### src/rtl/neo_pcb_pkg.sv
// Shared constants and packet layout for the Neo chip packet link.
package neo_pcb_pkg;

  localparam int GLOBAL_NEURON     = 2048;
  localparam int DEFAULT_BEAT_W    = 11;
  localparam int DEFAULT_NUM_BEATS = 2;
  localparam int DEFAULT_ADDR_W    = $clog2(GLOBAL_NEURON);
  localparam int DEFAULT_PKT_W     = DEFAULT_BEAT_W * DEFAULT_NUM_BEATS;

  typedef struct packed {
    logic [DEFAULT_PKT_W-DEFAULT_ADDR_W-1:0] hdr;
    logic [DEFAULT_ADDR_W-1:0]               addr;
  } neo_pkt_t;

endpackage

### src/rtl/neo_rx_fifo.sv
// Synchronous first-word-fall-through FIFO; head is valid on data_out whenever not empty.
module neo_rx_fifo #(
  parameter int WIDTH = 22,
  parameter int DEPTH = 4
) (
  input  logic             clk,
  input  logic             rst,
  input  logic             push,
  input  logic [WIDTH-1:0] data_in,
  input  logic             pop,
  output logic             full,
  output logic             empty,
  output logic [WIDTH-1:0] data_out
);

  localparam int AW = $clog2(DEPTH);

  logic [WIDTH-1:0] mem [DEPTH];
  logic [AW:0]      wr_ptr;
  logic [AW:0]      rd_ptr;
  logic             do_push;
  logic             do_pop;

  assign empty    = (wr_ptr == rd_ptr);
  assign full     = (wr_ptr[AW] != rd_ptr[AW]) && (wr_ptr[AW-1:0] == rd_ptr[AW-1:0]);
  assign do_pop   = pop & ~empty;
  assign do_push  = push & (~full | do_pop);
  assign data_out = empty ? '0 : mem[rd_ptr[AW-1:0]];

  always_ff @(posedge clk) begin
    if (rst) begin
      wr_ptr <= '0;
      rd_ptr <= '0;
    end else begin
      if (do_push) wr_ptr <= wr_ptr + (AW+1)'(1);
      if (do_pop)  rd_ptr <= rd_ptr + (AW+1)'(1);
    end
  end

  // NOTE: storage has no reset; emptiness comes from the pointers and data_out is masked while empty.
  always_ff @(posedge clk) begin
    if (do_push) mem[wr_ptr[AW-1:0]] <= data_in;
  end

endmodule

### src/rtl/neo_handshake_rx_stream.sv
// Neo 4-phase req/ack receiver: synchronise, assemble beats, subtract boundary offset,
// buffer in a FIFO and present packets on a valid/ready stream.
module neo_handshake_rx_stream
  import neo_pcb_pkg::*;
#(
  parameter int BEAT_W      = DEFAULT_BEAT_W,
  parameter int NUM_BEATS   = DEFAULT_NUM_BEATS,
  parameter int ADDR_W      = $clog2(GLOBAL_NEURON),
  parameter int SYNC_STAGES = 2,
  parameter int FIFO_DEPTH  = 4,
  parameter int TIMEOUT_CYC = 1024,
  parameter int CNT_W       = 16,
  localparam int PKT_W      = BEAT_W * NUM_BEATS
) (
  input  logic              clk,
  input  logic              rst,
  input  logic              boundary_w_en,
  input  logic [ADDR_W-1:0] chip_boundary_offset,
  input  logic              req_in,
  output logic              ack_out,
  input  logic [BEAT_W-1:0] rx_packet_in,
  output logic              pkt_valid,
  input  logic              pkt_ready,
  output logic [PKT_W-1:0]  pkt_data,
  input  logic              err_clr,
  output logic              overflow_flag,
  output logic              frame_err_flag,
  output logic [CNT_W-1:0]  drop_cnt,
  input  logic              chip_exe_valid,
  output logic              chip_exe_valid_synchronized
);

  localparam int BIDX_W = (NUM_BEATS > 1) ? $clog2(NUM_BEATS) : 1;
  localparam int TO_W   = $clog2(TIMEOUT_CYC + 1);
  localparam logic [BIDX_W-1:0] LAST_BEAT = BIDX_W'(NUM_BEATS - 1);
  localparam logic [TO_W-1:0]   TO_LAST   = TO_W'(TIMEOUT_CYC - 1);

  logic [SYNC_STAGES-1:0]             req_sync;
  logic [SYNC_STAGES-1:0]             exe_sync;
  logic                               req_s;
  logic                               req_s_d;
  logic                               rise;
  logic [BIDX_W-1:0]                  beat_idx;
  logic [NUM_BEATS-1:0][BEAT_W-1:0]   beats;
  logic [PKT_W-1:0]                   pkt_flat;
  logic                               pkt_done;
  logic [TO_W-1:0]                    to_cnt;
  logic                               timeout;
  logic [ADDR_W-1:0]                  offset;
  logic [PKT_W-1:0]                   corrected;
  logic [PKT_W-1:0]                   s_data;
  logic                               s_valid;
  logic                               s_drop;
  logic                               push_req;
  logic                               fifo_full;
  logic                               fifo_empty;
  logic                               pop;
  logic                               overflow_set;

  assign req_s   = req_sync[SYNC_STAGES-1];
  assign rise    = req_s & ~req_s_d;
  assign ack_out = req_s_d;
  assign chip_exe_valid_synchronized = exe_sync[SYNC_STAGES-1];

  always_ff @(posedge clk) begin
    if (rst) begin
      req_sync <= '0;
      exe_sync <= '0;
      req_s_d  <= 1'b0;
    end else begin
      req_sync <= {req_sync[SYNC_STAGES-2:0], req_in};
      exe_sync <= {exe_sync[SYNC_STAGES-2:0], chip_exe_valid};
      req_s_d  <= req_s;
    end
  end

  assign timeout = ~rise && (beat_idx != '0) && (to_cnt == TO_LAST);

  // Beat index, completion strobe and inter-beat timeout; a beat arriving on the expiry cycle wins.
  always_ff @(posedge clk) begin
    if (rst) begin
      beat_idx       <= '0;
      pkt_done       <= 1'b0;
      to_cnt         <= '0;
      frame_err_flag <= 1'b0;
    end else begin
      pkt_done <= 1'b0;
      if (rise) begin
        to_cnt <= '0;
        if (beat_idx == LAST_BEAT) begin
          beat_idx <= '0;
          pkt_done <= 1'b1;
        end else begin
          beat_idx <= beat_idx + BIDX_W'(1);
        end
      end else if (timeout) begin
        beat_idx <= '0;
        to_cnt   <= '0;
      end else if (beat_idx != '0) begin
        to_cnt <= to_cnt + TO_W'(1);
      end else begin
        to_cnt <= '0;
      end

      if (timeout)      frame_err_flag <= 1'b1;
      else if (err_clr) frame_err_flag <= 1'b0;
    end
  end

  always_ff @(posedge clk) begin
    if (rise) beats[beat_idx] <= rx_packet_in;
  end

  always_ff @(posedge clk) begin
    if (rst)                offset <= '0;
    else if (boundary_w_en) offset <= chip_boundary_offset;
  end

  assign pkt_flat = beats;

  // NOTE: always_comb uses blocking assignments and assigns every output first to avoid a latch.
  always_comb begin
    corrected               = pkt_flat;
    corrected[ADDR_W-1:0]   = pkt_flat[ADDR_W-1:0] - offset;
  end

  // Stage S: address already corrected; the header bits never see a borrow.
  always_ff @(posedge clk) begin
    if (rst) begin
      s_valid <= 1'b0;
      s_drop  <= 1'b0;
      s_data  <= '0;
    end else begin
      s_valid <= pkt_done;
      s_drop  <= (pkt_flat[ADDR_W-1:0] < offset);
      s_data  <= corrected;
    end
  end

  assign pop          = pkt_valid & pkt_ready;
  assign push_req     = s_valid & ~s_drop;
  assign overflow_set = push_req & fifo_full & ~pop;

  always_ff @(posedge clk) begin
    if (rst) begin
      drop_cnt      <= '0;
      overflow_flag <= 1'b0;
    end else begin
      if (s_valid && s_drop && !(&drop_cnt)) drop_cnt <= drop_cnt + CNT_W'(1);
      if (overflow_set) overflow_flag <= 1'b1;
      else if (err_clr) overflow_flag <= 1'b0;
    end
  end

  neo_rx_fifo #(
    .WIDTH (PKT_W),
    .DEPTH (FIFO_DEPTH)
  ) u_fifo (
    .clk      (clk),
    .rst      (rst),
    .push     (push_req),
    .data_in  (s_data),
    .pop      (pop),
    .full     (fifo_full),
    .empty    (fifo_empty),
    .data_out (pkt_data)
  );

  assign pkt_valid = ~fifo_empty;

endmodule

### config.mk
export PLATFORM = sky130hd
export DESIGN_NAME = neo_handshake_rx_stream
export DESIGN_NICKNAME = d
export VERILOG_FILES = /design/src/rtl/neo_pcb_pkg.sv /design/src/rtl/neo_rx_fifo.sv /design/src/rtl/neo_handshake_rx_stream.sv
export SDC_FILE = /design/constraint.sdc
export NUM_CORES = 1
export LEC_CHECK = 0
export CAP_MARGIN = 20
export CORE_MARGIN = 3
export CORE_UTILIZATION = 60
export CTS_CLUSTER_SIZE = 12
export DETAILED_ROUTE_END_ITERATION = 12
export PLACE_DENSITY = 0.83
export SKIP_CTS_REPAIR_TIMING = 1
export SYNTH_ARGS = -nofsm -noshare
export SYNTH_HDL_FRONTEND = slang
export SYNTH_HIERARCHICAL = 1
export SYNTH_SLANG_ARGS = --single-unit
### constraint.sdc
create_clock -name clk -period 9.1 [get_ports clk]
set_input_delay 1.82 -clock clk [delete_from_list [all_inputs] [get_ports clk]]
set_output_delay 1.82 -clock clk [all_outputs]
set_load 0.02 [all_outputs]
==> results of run 1 <==
-- layout make-up --
type	instances	area [um2]	share of cell area (%)
Tap cell	168	210	2.32
Inverter	21	78.8	0.870
Timing Repair Buffer	79	811	8.95
Clock buffer	23	488	5.39
Multi-Input combinational cell	314	2500	27.6
Clock inverter	9	83.8	0.926
Sequential cell	189	4880	53.9
-- per-layer routing --
metal	GRT usage, %	wire, um	vias up
met3	5.19	670	22
met4	7.77	249	0
met1	26.4	5970	2139
met5	0	0	-
li1	-	-	2099
met2	32.8	6840	118
-- Yosys cell counts (all sizes together), types with 7 or more instances --
cell and n:
xor2 16, nand2 22, nand3 9, edfxtp 110, ha 18, inv 21, xnor2 16, nor2b 52
mux4 22, a21oi 11, nor2 62, o21ai 7, dfxtp 79, clkbuf 10, mux2i 15
-- placed cells by master, fill, tap and decap left out, types with 5 or more instances in the layout --
| cell | netlist | routed |
|---|---|---|
| clkdlybuf4s50_1 | 0 | 70 |
| and3_1 | 5 | 5 |
| nor2b_1 | 52 | 52 |
| inv_1 | 21 | 21 |
| a31oi_1 | 6 | 6 |
| nor2_1 | 62 | 62 |
| nand2_1 | 22 | 22 |
| a21oi_1 | 11 | 11 |
| dfxtp_1 | 79 | 79 |
| o21ai_0 | 7 | 7 |
| and2_1 | 5 | 5 |
| mux4_2 | 22 | 22 |
| nand3_1 | 7 | 7 |
| xor2_1 | 16 | 16 |
| xnor2_1 | 16 | 16 |
| mux2i_1 | 15 | 15 |
| clkbuf_16 | 0 | 17 |
| a211oi_1 | 5 | 5 |
| edfxtp_1 | 110 | 110 |
| ha_1 | 18 | 18 |
-- path summary, 6_finish.rpt --
kind                            end  slack, ps        startpoint
hold / removal          req_sync[1]        450       req_sync[0]
setup / recovery       pkt_data[21]       4660              flop
setup reg to reg  u_fifo/mem[1][13]       6250  u_fifo/rd_ptr[0]
hold reg to reg         req_sync[1]        450       req_sync[0]
-- cell families after synthesis --
kind of cell / share of synthesized area [%]
compound gates: 4.29
fa+ha+maj: 3.26
mux: 9.58
buf+inv: 1.90
xor+xnor: 3.73
flops: 64.9
simple gates: 12.3
-- per-stage QoR --
stage / util, % / total power [mW] / hold slack [ps] / instance area, um2
2_1_floorplan: - / 1.01 / 414 / 7520
3_3_place_gp: 69.4 / 1.05 / 418 / 8410
3_5_place_dp: 69.4 / 1.06 / 428 / 8410
4_1_cts: 74.2 / 1.75 / 446 / 8980
5_1_grt: 74.8 / 1.80 / 462 / 9060
6_report: 74.8 / 1.74 / 445 / 9060
-- power groups by stage --
stage               Clock (mW)  Sequential [mW]  Combinational [mW]
floorplan                    0            0.945              0.0622
global placement             0            0.947               0.104
detailed placement           0            0.949               0.106
CTS                      0.714            0.930               0.108
global route             0.750            0.932               0.116
finish                   0.700            0.931               0.107
-- registers in the layout, summed over array words and instances, names as in the netlist, 2 cells and up, named ones only --
name,flops
s_data,22
to_cnt,11
drop_cnt,16
offset,11
u_fifo/rd_ptr,3
exe_sync,2
u_fifo/wr_ptr,3
u_fifo/mem,88
beats,22
req_sync,2
==> impl_metrics.py, run 1 <==
metrics = {
    "detailed_routing": {
        "vias": 4378,
        "drt_pass1_iterations": 5,
        "drt_iter0_drc": 329,
        "wl_per_cell_um": 17.1,
        "wl_mm": 13.7,
        "drc_errors": 0,
        "drtAntennaViolNets": 0,
        "via_per_inst": 5.45,
    },
    "critical_path": {
        "arrival_ps": 2620,
        "worstPathCellList": "mux4_2, nor2b_1, clkdlybuf4s50_1",
        "crit_cells": 3,
        "cpPeakStageDelay_ps": 1020,
        "critPathKind": "flop to primary output",
        "cp.required_ps": 7280,
        "critPathMaxFanout": 22,
        "start_kind": "flop",
        "reg2reg_depth": 7,
        "cp-end-kind": "primary output",
        "critPathSlowestCell": "dfxtp_1",
        "critical-path-top-delay-family": "flip-flops",
        "path_buf_inv": 1,
    },
    "synthesis": {
        "seq_area_frac_synth_pct": 64.9,
        "synthFlopType": "edfxtp_1",
        "synthArstFlopShare_pct": 0,
        "synth.largest_area_cell": "edfxtp_1",
        "synth.avg_cell_area_um2": 13.9,
        "yosys_warnings": 6,
        "post_synth_num_cell_types": 52,
        "ys_seq_elements": 189,
        "synthCells": 540,
        "synth-edff-count": 110,
        "synthTopCellsByArea": "edfxtp_1 44%, dfxtp_1 21%, mux4_2 6.6%",
        "synth_area_um2": 7520,
        "syn_nets": 588,
        "synth_top_area_share_pct": 43.9,
    },
    "layout": {
        "syn_to_final_growth_pct": 20.4,
        "fillers": 777,
        "num-nets-final": 670,
        "final_cells": 803,
        "n_antenna_cell": 0,
        "drive_gt1_share_pct": 12.0,
    },
    "sta": {
        "layout_setup_ws_ps": 4660,
        "clock.fmax_mhz": 225,
        "worst_pin_slew_ps": 1060,
        "min_period_over_period_pct": 48.7,
        "hold_violations": 0,
        "min_period_ps": 4440,
        "slew_viol_final": 0,
        "fin_worst_skew_ps": 8.53,
        "setup_viol": 0,
        "fin_setup_tns_ps": 0,
        "rsz0062_at_grt": "false",
        "slew_headroom_pct": 29.1,
    },
    "power": {
        "p_int_mw": 1.38,
        "p_leak_nw": 3.17,
        "powerDensity_nw_per_um2": 192,
        "seqPwrFrac_pct": 53.6,
        "clkPwrFrac_pct": 40.3,
        "ir_drop_uv": 146,
        "switching_share_pct": 20.8,
        "p_comb_share_pct": 6.2,
        "switchingPower_uw": 362,
    },
    "global_routing": {
        "antenna_found_initial": 0,
        "grt_pass1_vias": 4380,
        "grt_pass1_wl_mm": 21.9,
        "grt_max_degree": 73,
        "track_usage_pct": 20.2,
        "overflow": 0,
    },
    "placed_design": {
        "gp_congestion": 0.867,
        "io_buffers": 71,
        "place_hpwl_mm": 9.00,
        "dp_slack_ps": 4780,
        "place_inst": 767,
    },
    "floorplanning": {
        "dieArea_um2": 13900,
        "rows": 40,
        "dieWidth_um": 118,
        "die_h_um": 118,
        "pin_count": 72,
        "core_um2": 12100,
        "initial_core_util_pct": 62.1,
    },
    "cts": {
        "numCtsBuffers": 17,
        "clk_latency_ps": 420,
        "h-tree-depth": 4,
        "root_buffer": "clkbuf_16",
        "clockBufferDepth": 2,
        "cts_tree": "yes",
        "clkSlewWorstSetupHoldPaths_ps": 60,
        "clock_sinks": 189,
    },
    "hold_path": {
        "hp-class": "flop to flop",
        "min_delay_path_depth": 1,
    },
    "outcome": {
        "status": "finished, final reports clean",
    },
    "flow_run": {
        "drv_cap": 0,
    },
}
(Power assumes the default switching activity.)
==> inputs of run 2 (changes only) <==
Settings changed: CORE_UTILIZATION 60 to 57, PLACE_DENSITY 0.83 to 0.79.
Clock period 9.1 ns to 4.1 ns, I/O delays scaled along.
==> run 2 against run 1 <==
Net effect:
- wire length increased by 1.8%
- critical path depth increased by 1
- hold slack got worse by 6.4 ps
- clock power increased by 120%
- non-clock buffer count increased by 3
- via count increased by 1.7%
- combinational power increased by 120%
- setup slack got worse by 3800 ps
- first-iteration DRC count decreased by 4.3%
- highest routed layer unchanged
==> impl_metrics.py, run 2 (synthesis gave the netlist of run 1 again) <==
metrics = {
    "outcome": {
        "status": "finished, final reports clean",
    },
    "critical_path": {
        "critPathMaxFanout": 22,
        "start_kind": "flop",
        "critPathKind": "flop to primary output",
        "cp-end-kind": "primary output",
        "cp.required_ps": 3280,
        "arrival_ps": 2400,
    },
    "power": {
        "ir_drop_uv": 259,
        "p_total_mw": 3.84,
        "p_leak_nw": 3.16,
        "powerDensity_nw_per_um2": 426,
    },
    "sta": {
        "fin_setup_tns_ps": 0,
        "slew_headroom_pct": 35.9,
        "hold_violations": 0,
        "clock.fmax_mhz": 310,
        "fin_worst_skew_ps": 5.70,
        "hold_ws_ps": 439,
        "min_period_ps": 3220,
        "layout_setup_ws_ps": 879,
        "worst_pin_slew_ps": 958,
        "min_period_over_period_pct": 78.6,
        "rsz0062_at_grt": "false",
        "slew_viol_final": 0,
        "setup_viol": 0,
    },
    "cts": {
        "clk_latency_ps": 420,
        "h-tree-depth": 4,
        "root_buffer": "clkbuf_16",
        "clockBufferDepth": 2,
        "clock_sinks": 189,
        "numCtsBuffers": 17,
        "cts_tree": "yes",
        "clkSlewWorstSetupHoldPaths_ps": 60,
    },
    "layout": {
        "num-nets-final": 673,
        "syn_to_final_growth_pct": 20.0,
        "utilization_pct": 70.7,
        "fin_area_um2": 9030,
        "layout_common_cells": "110 x edfxtp_1, 79 x dfxtp_1, 70 x clkdlybuf4s50_1",
        "fillers": 882,
        "final_common_cell": "edfxtp_1",
        "n_antenna_cell": 0,
        "drive_gt1_share_pct": 12.1,
        "final_cells": 810,
        "largest_reg_flops": 88,
    },
    "detailed_routing": {
        "drtAntennaViolNets": 0,
        "wl_per_cell_um": 17.3,
        "wl_mm": 14.0,
        "vias": 4453,
        "drt_pass1_iterations": 5,
        "drc_errors": 0,
        "via_per_inst": 5.50,
        "drt_iter0_drc": 315,
    },
    "floorplanning": {
        "initial_core_util_pct": 58.9,
        "dieWidth_um": 121,
        "pin_count": 72,
        "core_um2": 12800,
        "dieArea_um2": 14600,
        "die_h_um": 121,
        "rows": 41,
    },
    "global_routing": {
        "grt_pass1_wl_mm": 22.4,
        "grt_pass1_vias": 4425,
        "grt_max_degree": 30,
        "antenna_found_initial": 0,
        "overflow": 0,
        "track_usage_pct": 20.3,
    },
    "placed_design": {
        "place_inst": 777,
        "place_area_um2": 8460,
        "gp_congestion": 0.833,
        "place_hpwl_mm": 9.47,
        "dp_slack_ps": 1270,
        "io_buffers": 71,
    },
    "flow_run": {
        "drv_cap": 0,
    },
    "hold_path": {
        "hp-class": "flop to flop",
    },
}
==> run 2: area by class of cell <==
class	count	area, um2	area share (%)
sequential	189	4880	54.1
clock inverter	9	85.1	0.942
timing repair buffer	82	786	8.70
clock buffer	23	478	5.29
tap	172	215	2.38
inverter	21	78.8	0.873
multi-input combinational	314	2500	27.7
==> run 2: where the power goes <==
group	total (mW)	switching [mW]	leakage, nW	internal, mW
sequential	2.07	0.0250	1.65	2.04
clock	1.54	0.655	0.262	0.885
combinational	0.239	0.128	1.25	0.111
total	3.84	0.808	3.16	3.04
==> run 2: final timing paths <==
| kind | from | end | slack [ps] | cells after the start |
|---|---|---|---|---|
| worst max-delay path | flop | pkt_data[10] | 880 | 4 |
| worst min-delay path | req_sync[0] | req_sync[1] | 440 | 1 |
| worst max register to register | u_fifo/wr_ptr[0] | u_fifo/mem[0][5] | 1450 | 7 |
| worst min register to register | req_sync[0] | req_sync[1] | 440 | 1 |
==> run 2: metal layers <==
| layer | wire [um] | vias up | part of all wire, % | global-route usage, % |
|---|---|---|---|---|
| met5 | 0 | - | 0 | 0 |
| met4 | 365 | 0 | 2.6 | 9.14 |
| met3 | 745 | 25 | 5.3 | 4.24 |
| met2 | 6960 | 171 | 50 | 33.5 |
| met1 | 5910 | 2142 | 42 | 26.0 |
| li1 | - | 2115 | - | - |
==> run 2: worst max-delay path, cell delays in order, from the launching register on <==
cell and delay [ps]:
dfxtp_1 310, buf_4 400, mux4_2 550, nor2b_1 150, clkdlybuf4s50_1 560
